## src/rtl/cache_alloc_pkg.sv

```systemverilog
// ============================================================================
// Module   : cache_alloc_pkg
// Purpose  : Shared FSM state type and helpers for the victim allocation logic
// Revision : 1.0 - initial release
// ============================================================================
`default_nettype none

package cache_alloc_pkg;

    typedef enum logic [2:0] {
        ST_IDLE      = 3'd0,
        ST_SELECT    = 3'd1,
        ST_WRITEBACK = 3'd2,
        ST_FILL_REQ  = 3'd3,
        ST_FILL_WAIT = 3'd4,
        ST_UPDATE    = 3'd5
    } alloc_state_t;

    localparam int c_max_ways = 16;

    function automatic int way_bits_for(input int ways);
        return (ways <= 2) ? 1 : $clog2(ways);
    endfunction

    // Lowest-numbered zero bit among the low 'width' bits, or -1 if none.
    function automatic int first_zero(input logic [c_max_ways-1:0] vec, input int width);
        int pos;
        pos = -1;
        for (int i = c_max_ways - 1; i >= 0; i--) begin
            if ((i < width) && !vec[i]) begin
                pos = i;
            end
        end
        return pos;
    endfunction

endpackage

`default_nettype wire

```

## src/rtl/first_zero_enc.sv

```systemverilog
// ============================================================================
// Module   : first_zero_enc
// Purpose  : Priority encoder returning the lowest-numbered cleared bit
// Revision : 1.0 - initial release
// ============================================================================
`default_nettype none

module first_zero_enc
    import cache_alloc_pkg::*;
#(
    parameter int WIDTH    = 4,
    parameter int OUT_BITS = 2
) (
    input  logic [WIDTH-1:0]    i_vec,
    output logic [OUT_BITS-1:0] o_idx,
    output logic                o_found
);

    int w_pos;

    always_comb begin
        w_pos   = first_zero(c_max_ways'(i_vec), WIDTH);
        o_found = (w_pos >= 0);
        o_idx   = o_found ? OUT_BITS'(w_pos) : '0;
    end

endmodule

`default_nettype wire

```

## src/rtl/victim_alloc_ctrl.sv

```systemverilog
// ============================================================================
// Module   : victim_alloc_ctrl
// Purpose  : Cache miss victim selection, dirty writeback, refill and LRU update.
//            Optional macro VICTIM_INVALID_FIRST_EN prefers an invalid way.
// Revision : 1.0 - initial release
// ============================================================================
`default_nettype none

module victim_alloc_ctrl
    import cache_alloc_pkg::*;
#(
    parameter int ASSOCIATIVITY = 4,
    parameter int ENTRIES       = 256,
    parameter int INDEX_BITS    = 8,
    parameter int WAY_BITS      = 2
) (
    input  logic                     clk,
    input  logic                     rst_n,
    input  logic                     miss_valid,
    output logic                     miss_ready,
    input  logic [INDEX_BITS-1:0]    miss_index,
    input  logic                     hit_valid,
    output logic                     hit_ready,
    input  logic [INDEX_BITS-1:0]    hit_index,
    input  logic [WAY_BITS-1:0]      hit_way,
    output logic [INDEX_BITS-1:0]    line_selector,
    input  logic [WAY_BITS-1:0]      lru_way,
    output logic                     lru_update,
    output logic [WAY_BITS-1:0]      referenced_set,
    input  logic [ASSOCIATIVITY-1:0] way_valid,
    input  logic [ASSOCIATIVITY-1:0] way_dirty,
    output logic                     wb_valid,
    input  logic                     wb_ready,
    output logic [WAY_BITS-1:0]      wb_way,
    output logic                     fill_req_valid,
    input  logic                     fill_req_ready,
    input  logic                     fill_resp_valid,
    output logic                     done_valid,
    output logic [WAY_BITS-1:0]      done_way,
    output logic [INDEX_BITS-1:0]    done_index
);

    alloc_state_t          r_state;
    logic [INDEX_BITS-1:0] r_index;
    logic [WAY_BITS-1:0]   r_victim;
    logic [WAY_BITS-1:0]   w_victim_sel;
    logic                  w_victim_dirty;
    logic                  w_hit_accept;

    generate
        if ((ASSOCIATIVITY < 2) || (ASSOCIATIVITY > c_max_ways) ||
            (WAY_BITS != way_bits_for(ASSOCIATIVITY)) ||
            (ENTRIES > (1 << INDEX_BITS))) begin : g_bad_cfg
            $error("victim_alloc_ctrl: inconsistent parameter set");
        end
    endgenerate

`ifdef VICTIM_INVALID_FIRST_EN
    logic [WAY_BITS-1:0] w_free_way;
    logic                w_free_found;

    first_zero_enc #(
        .WIDTH    (ASSOCIATIVITY),
        .OUT_BITS (WAY_BITS)
    ) u_first_zero (
        .i_vec   (way_valid),
        .o_idx   (w_free_way),
        .o_found (w_free_found)
    );

    assign w_victim_sel = w_free_found ? w_free_way : lru_way;
`else
    assign w_victim_sel = lru_way;
`endif

    // Only a line that is both valid and dirty carries data worth saving.
    assign w_victim_dirty = way_valid[w_victim_sel] & way_dirty[w_victim_sel];

    assign miss_ready     = (r_state == ST_IDLE);
    assign hit_ready      = (r_state != ST_SELECT) && (r_state != ST_UPDATE);
    assign w_hit_accept   = hit_valid & hit_ready;
    assign wb_valid       = (r_state == ST_WRITEBACK);
    assign wb_way         = r_victim;
    assign fill_req_valid = (r_state == ST_FILL_REQ);
    assign done_valid     = (r_state == ST_UPDATE);
    assign done_way       = r_victim;
    assign done_index     = r_index;

    // The LRU port is shared: UPDATE owns it, otherwise an accepted hit does.
    always_comb begin
        line_selector  = r_index;
        referenced_set = r_victim;
        lru_update     = 1'b0;
        if (r_state == ST_UPDATE) begin
            lru_update = 1'b1;
        end else if (w_hit_accept) begin
            lru_update     = 1'b1;
            referenced_set = hit_way;
            line_selector  = hit_index;
        end
    end

    always_ff @(posedge clk or negedge rst_n) begin
        if (!rst_n) begin
            r_state  <= ST_IDLE;
            r_index  <= '0;
            r_victim <= '0;
        end else begin
            case (r_state)
                ST_IDLE: begin
                    if (miss_valid) begin
                        r_index <= miss_index;
                        r_state <= ST_SELECT;
                    end
                end
                ST_SELECT: begin
                    r_victim <= w_victim_sel;
                    r_state  <= w_victim_dirty ? ST_WRITEBACK : ST_FILL_REQ;
                end
                ST_WRITEBACK: begin
                    if (wb_ready) begin
                        r_state <= ST_FILL_REQ;
                    end
                end
                ST_FILL_REQ: begin
                    if (fill_req_ready) begin
                        r_state <= ST_FILL_WAIT;
                    end
                end
                ST_FILL_WAIT: begin
                    if (fill_resp_valid) begin
                        r_state <= ST_UPDATE;
                    end
                end
                ST_UPDATE: begin
                    r_state <= ST_IDLE;
                end
                default: begin
                    r_state <= ST_IDLE;
                end
            endcase
        end
    end

endmodule

`default_nettype wire

```

## config.mk

```make
export PLATFORM = sky130hd
export DESIGN_NAME = victim_alloc_ctrl
export DESIGN_NICKNAME = d
export VERILOG_FILES = /design/src/rtl/cache_alloc_pkg.sv /design/src/rtl/first_zero_enc.sv /design/src/rtl/victim_alloc_ctrl.sv
export SDC_FILE = /design/constraint.sdc
export NUM_CORES = 1
export LEC_CHECK = 0
export BUFFER_PORTS_ARGS = -buffer_cell sky130_fd_sc_hd__buf_2
export CAP_MARGIN = 20
export CORE_MARGIN = 4
export CORE_UTILIZATION = 35
export DETAILED_ROUTE_END_ITERATION = 12
export GPL_TIMING_DRIVEN = 0
export MAX_ROUTING_LAYER = met4
export PLACE_DENSITY = 0.85
export RECOVER_POWER = 100
export SETUP_SLACK_MARGIN = 0.5
export SYNTH_ARGS = -nofsm -noshare
export SYNTH_HDL_FRONTEND = slang
export SYNTH_HIERARCHICAL = 1
export SYNTH_SLANG_ARGS = --single-unit
```

## constraint.sdc

```tcl
create_clock -name clk -period 1.4 [get_ports clk]
set_input_delay 0.28 -clock clk [delete_from_list [all_inputs] [get_ports clk]]
set_output_delay 0.28 -clock clk [all_outputs]
set_load 0.02 [all_outputs]
```

# Yosys cells after proc, flatten, opt, wreduce, memory -nomap -nowiden
# Index checks and enable logic that the tools add are counted.
# word_totals
reg_bits	13
in_bits	35
wordCells	37
# op_classes
order_cmp	1
n_eq_ne	11
muxes	16
n_bitwise	2
reduce_logical	4
# op_table
cell	count
$mux 8	2
$pmux 3 s5	1
$mux 3	4
$eq 3x2->1 const B	2
$eq 3x3->1 const B	2
$mux 1	5
$bmux 1 s2	2
$mux 2	2
$ne 2x1->1 const B	2
$ne 2x2->1 const B	2
$reduce_and 4->1	1
$eq 3x1->1 const B	1
$logic_not 3->1	1
$lt 2x3->1 const B	1
$ne 3x1->1 const B	1
$ne 3x3->1 const B	1
$and 1x1->1	2
$reduce_and 2->1	1
$logic_and 1x1->1	1

# Depth between registers and ports, before layout
# depth
word_depth	5
mapped_depth	4

# Worst setup path before layout
# OpenSTA, ideal clock, no wires.
# synth_timing
kind	reg2out
startpoint	register r_state[1]
endpoint	output line_selector[0]
t_arrival_ns	1.303
setup_slack_ns	-0.183
stages_incl_launch_ff	5
n_path_buf	1
cell_sequence	dfrtp_1 > nand2b_2 > nand2_2 > buf_6 > mux2_4
# synth_via
elab_chain_len	5
word_cells_on_any_way	7
classes_between	eq/ne: 3; mux: 2; bitwise: 1; reduce/logical: 1
# synth_lines
item	line	text
start, declared	victim_alloc_ctrl.sv:43	alloc_state_t r_state;
start signal, assigned	victim_alloc_ctrl.sv:118	r_state <= w_victim_dirty ? ST_WRITEBACK : ST_FILL_REQ;
$ne 3x1->1 or $ne 3x3->1 (tied branches)	victim_alloc_ctrl.sv:80	assign hit_ready = (r_state != ST_SELECT) && (r_state != ST_UPDATE);
$logic_and 1x1->1 (*)	victim_alloc_ctrl.sv:80	
named net hit_ready	victim_alloc_ctrl.sv:23	output logic hit_ready,
$and 1x1->1 (*)	victim_alloc_ctrl.sv:81	assign w_hit_accept = hit_valid & hit_ready;
$mux 8 (*)	victim_alloc_ctrl.sv:96	end else if (w_hit_accept) begin
$mux 8 (*)	victim_alloc_ctrl.sv:94	if (r_state == ST_UPDATE) begin
end, declared	victim_alloc_ctrl.sv:26	output logic [INDEX_BITS-1:0] line_selector,
# The timed path passes the listed nets; every way through them passes the cells marked *.

# Worst setup path after layout
# layout_timing
startpoint	register r_state[1]
endpoint	output referenced_set[1]
# layout_via
elab_chain_len	5
word_cells_on_any_way	7
classes_between	eq/ne: 3; mux: 2; bitwise: 1; reduce/logical: 1
# layout_lines
item	line	text
$ne 3x1->1 or $ne 3x3->1 (tied branches)	victim_alloc_ctrl.sv:80	
$logic_and 1x1->1	victim_alloc_ctrl.sv:80	
$and 1x1->1	victim_alloc_ctrl.sv:81	
$mux 2	victim_alloc_ctrl.sv:96	
$mux 2 (*)	victim_alloc_ctrl.sv:94	
end, declared	victim_alloc_ctrl.sv:29	output logic [WAY_BITS-1:0] referenced_set,
# Every way passes the cells marked *; elsewhere a longest branch is shown, timed or not.

==> impl_metrics.env <==
export IMPL_timing_final_max_slew_violations=0
export IMPL_drive_gt1_share_pct=75.52
export IMPL_grt_pass1_vias=910
export IMPL_clockBufferDepth=2
export IMPL_final_setup_skew_ps=8.185
export IMPL_area_growth_syn_to_layout_pct=77.04
export IMPL_die_area_um2=3209
export IMPL_antenna_found_initial=0
export IMPL_critPathCaptureType="output pin"
export IMPL_avgSynthCellArea_um2=13.15
export IMPL_clock_latency_ps=270
export IMPL_whs_path_depth=2
export IMPL_grt_use_met3_pct=4.138
export IMPL_setup_tns_ps=-6368
export IMPL_drv_cap=0
export IMPL_ant_nets=0
export IMPL_antenna_cells=0
export IMPL_ys_seq_elements=13
export IMPL_critPathKind="register to output pin"
export IMPL_r2r_end="done_index[0]$_DFFE_PN0P_"
export IMPL_synth_top_cell_area_share_pct=39.27
export IMPL_die_y_um=56.65
export IMPL_ioPinCount=63
export IMPL_cts_tree="done"
export IMPL_cts_max_level=1
export IMPL_run_status="finished with violations"
export IMPL_grt_util_met1_pct=15.30
export IMPL_min_from="miss_index[4]"
export IMPL_slew_limit_headroom_pct=49.93
export IMPL_max_stage_delay_ps=420
export IMPL_die_x_um=56.65
export IMPL_r2r_slack_ps=-160
export IMPL_clk_pin_slew_ps=90
export IMPL_post_drt_wl_per_cell_um=15.15
export IMPL_arrival_ps=1520
export IMPL_cp_required_ps=1120
export IMPL_num_rows=17
export IMPL_ir_drop_v=0.001382
export IMPL_p_leak_uw=0.0007287
export IMPL_ys_types=24
export IMPL_violations="negative setup slack"
export IMPL_timing_final_crit_share_pct=128.9
export IMPL_async_reset_ff_share_pct=100.0
export IMPL_grt_pass1_wl_um=3995
export IMPL_yosysTopAreaCell="dfrtp_1"
export IMPL_drc=0
export IMPL_grt_busiest_layer="met2"
export IMPL_grt_usage_pct=16.50
export IMPL_synthTopCellsByCount="17 x mux2_4, 13 x dfrtp_1, 4 x mux2_2"
export IMPL_crit_start="r_state[1]$_DFFE_PN0P_"
export IMPL_portBuffers=62
export IMPL_grt_max_degree=14
export IMPL_path_buf_inv=2
export IMPL_viasPerCell=4.883
export IMPL_netlist_top_cells_area="dfrtp_1 39%, mux2_4 31%, mux2_2 5.4%, buf_6 2.7%, nand4b_1 2.1%"
export IMPL_cts_sinks=13
export IMPL_post_route_min_period_ps=1805
export IMPL_cts_root_buf="clkbuf_4"
export IMPL_netlist_area_um2=828.3
export IMPL_drt_first_iter_violations=24
export IMPL_crit_family="flip-flops"
export IMPL_hold_viol=0
export IMPL_vias=835
export IMPL_startpoint_type="register"
export IMPL_hold_class="primary input to register"
export IMPL_yosysWarnings=6
export IMPL_wirelength_um=2590
export IMPL_powerDensity_nw_per_um2=2409
export IMPL_gp_congestion=0.7433
export IMPL_whs_endpoint="done_index[4]$_DFFE_PN0P_"
export IMPL_start_util_pct=37.09
export IMPL_r2r_start="r_state[1]$_DFFE_PN0P_"
export IMPL_use_met2_pct=32.84
export IMPL_synthesis_nets=98
export IMPL_grt_overflow=0
export IMPL_synth_edff_count=0
export IMPL_critical_path_slowest_cell="dfrtp_2"
export IMPL_hpwlAfterDp_um=1836
export IMPL_reg2regPathDepth=6
export IMPL_worstMarginPinSlew_ps=751.1
export IMPL_syn_inst=63
export IMPL_critPathMaxFanout=10
export IMPL_core_area_um2=2233
export IMPL_crit_chain="nand2b_4 -> nand2_4 -> buf_12 -> mux2_4 -> buf_2"
export IMPL_place_ws_ps=-217.5
export IMPL_synthFlopType="dfrtp_1"
export IMPL_worst_path_stages=5
export IMPL_nNetsFinal=179
export IMPL_setup_slack_ps=-404.6
export IMPL_cts_buffers=3
export IMPL_rsz0062_at_grt="yes"
export IMPL_seq_area_frac_synth_pct=39.27
export IMPL_max_freq_ghz=0.5541
export IMPL_synth_most_common_cell="mux2_4"
export IMPL_finalSetupViolCount=27
export IMPL_drt_first_pass_iters=4
-- final cells by class --
| type | count | area (µm²) |
|---|---|---|
| plain buffers | 4 | 61.31 |
| clock buffers | 3 | 22.52 |
| well taps | 28 | 35.03 |
| inverters | 1 | 3.754 |
| flip-flops and latches | 13 | 331.6 |
| clock inverters | 1 | 5.005 |
| fillers | 182 | 767.0 |
| repair buffers | 76 | 479.2 |
| multi-input cells | 45 | 528.0 |
-- report_power, final --
group          switching, µW  internal [µW]  total [µW]  leakage, µW
logic                   1170           1360        2530     0.000561
registers                185            583         767     0.000150
clock network            125            106         231    0.0000177
total                   1480           2050        3530     0.000729
-- registers in the layout (all words and copies together) (netlist names) --
name and cells:
r_state 3, done_way 2, done_index 8
-- repair_timing --
action,4_1_cts,5_1_grt
hold buffers,1,0
endpoints found under the hold margin,13,0
gates cloned,0,0
buffers inserted,11,2
endpoints found under the setup margin,40,41
pin swaps,5,1
resized for setup,48,15
-- placed cells by master (no fill, tap or decap), types with 2 or more instances in the layout --
master / count
mux2_4: 20
clkbuf_1: 11
nor2b_1: 2
buf_4: 8
and3_4: 2
buf_12: 2
dfrtp_2: 5
nand4b_1: 2
clkbuf_4: 3
dfrtp_1: 8
buf_2: 41
nor2_4: 2
o211ai_1: 2
nand2_1: 2
buf_6: 15
-- metrics by stage --
stage               instances  total power (µW)  utilization (%)  instance area, µm²  hold slack, ps
finish                    171              3533            65.66                1466           228.8
global route              171              3728            65.66                1466           215.4
CTS                       169              3659            66.72                1490           220.1
detailed placement        153              2713            54.29                1212           189.5
global placement          153              2649            54.29                1212           183.8
floorplan                  63              2161                -               867.1          -15.59
-- worst reg2reg max path: cells and delay by family (launching register included) --
family / cells / cell delay, ps
flops: 1 / 420
simple gates: 2 / 330
buf+inv: 3 / 410
mux: 1 / 300
-- worst max-delay path by stage --
stage,end,slack [ps]
floorplan,done_index[0]$_DFFE_PN0P_,-80
global placement,line_selector[4],-190
detailed placement,line_selector[1],-220
CTS,line_selector[1],-400
global route,line_selector[2],-450
finish,referenced_set[1],-400
-- cells by family after synthesis --
family                 Yosys count  share of synthesized area [%]
buffers and inverters            5                          4.984
and+or+nand+nor                 19                          15.11
AOI/OAI and AO/OA                5                          4.380
muxes                           21                          36.25
DFF                             13                          39.27
-- layer usage --
layer	up-vias	part of all wire [%]
li1	393	-
met1	401	33
met2	39	58
met3	2	8.8
met4	0	0.39
met5	-	0
Note: power is estimated with default switching activity, not from simulation.
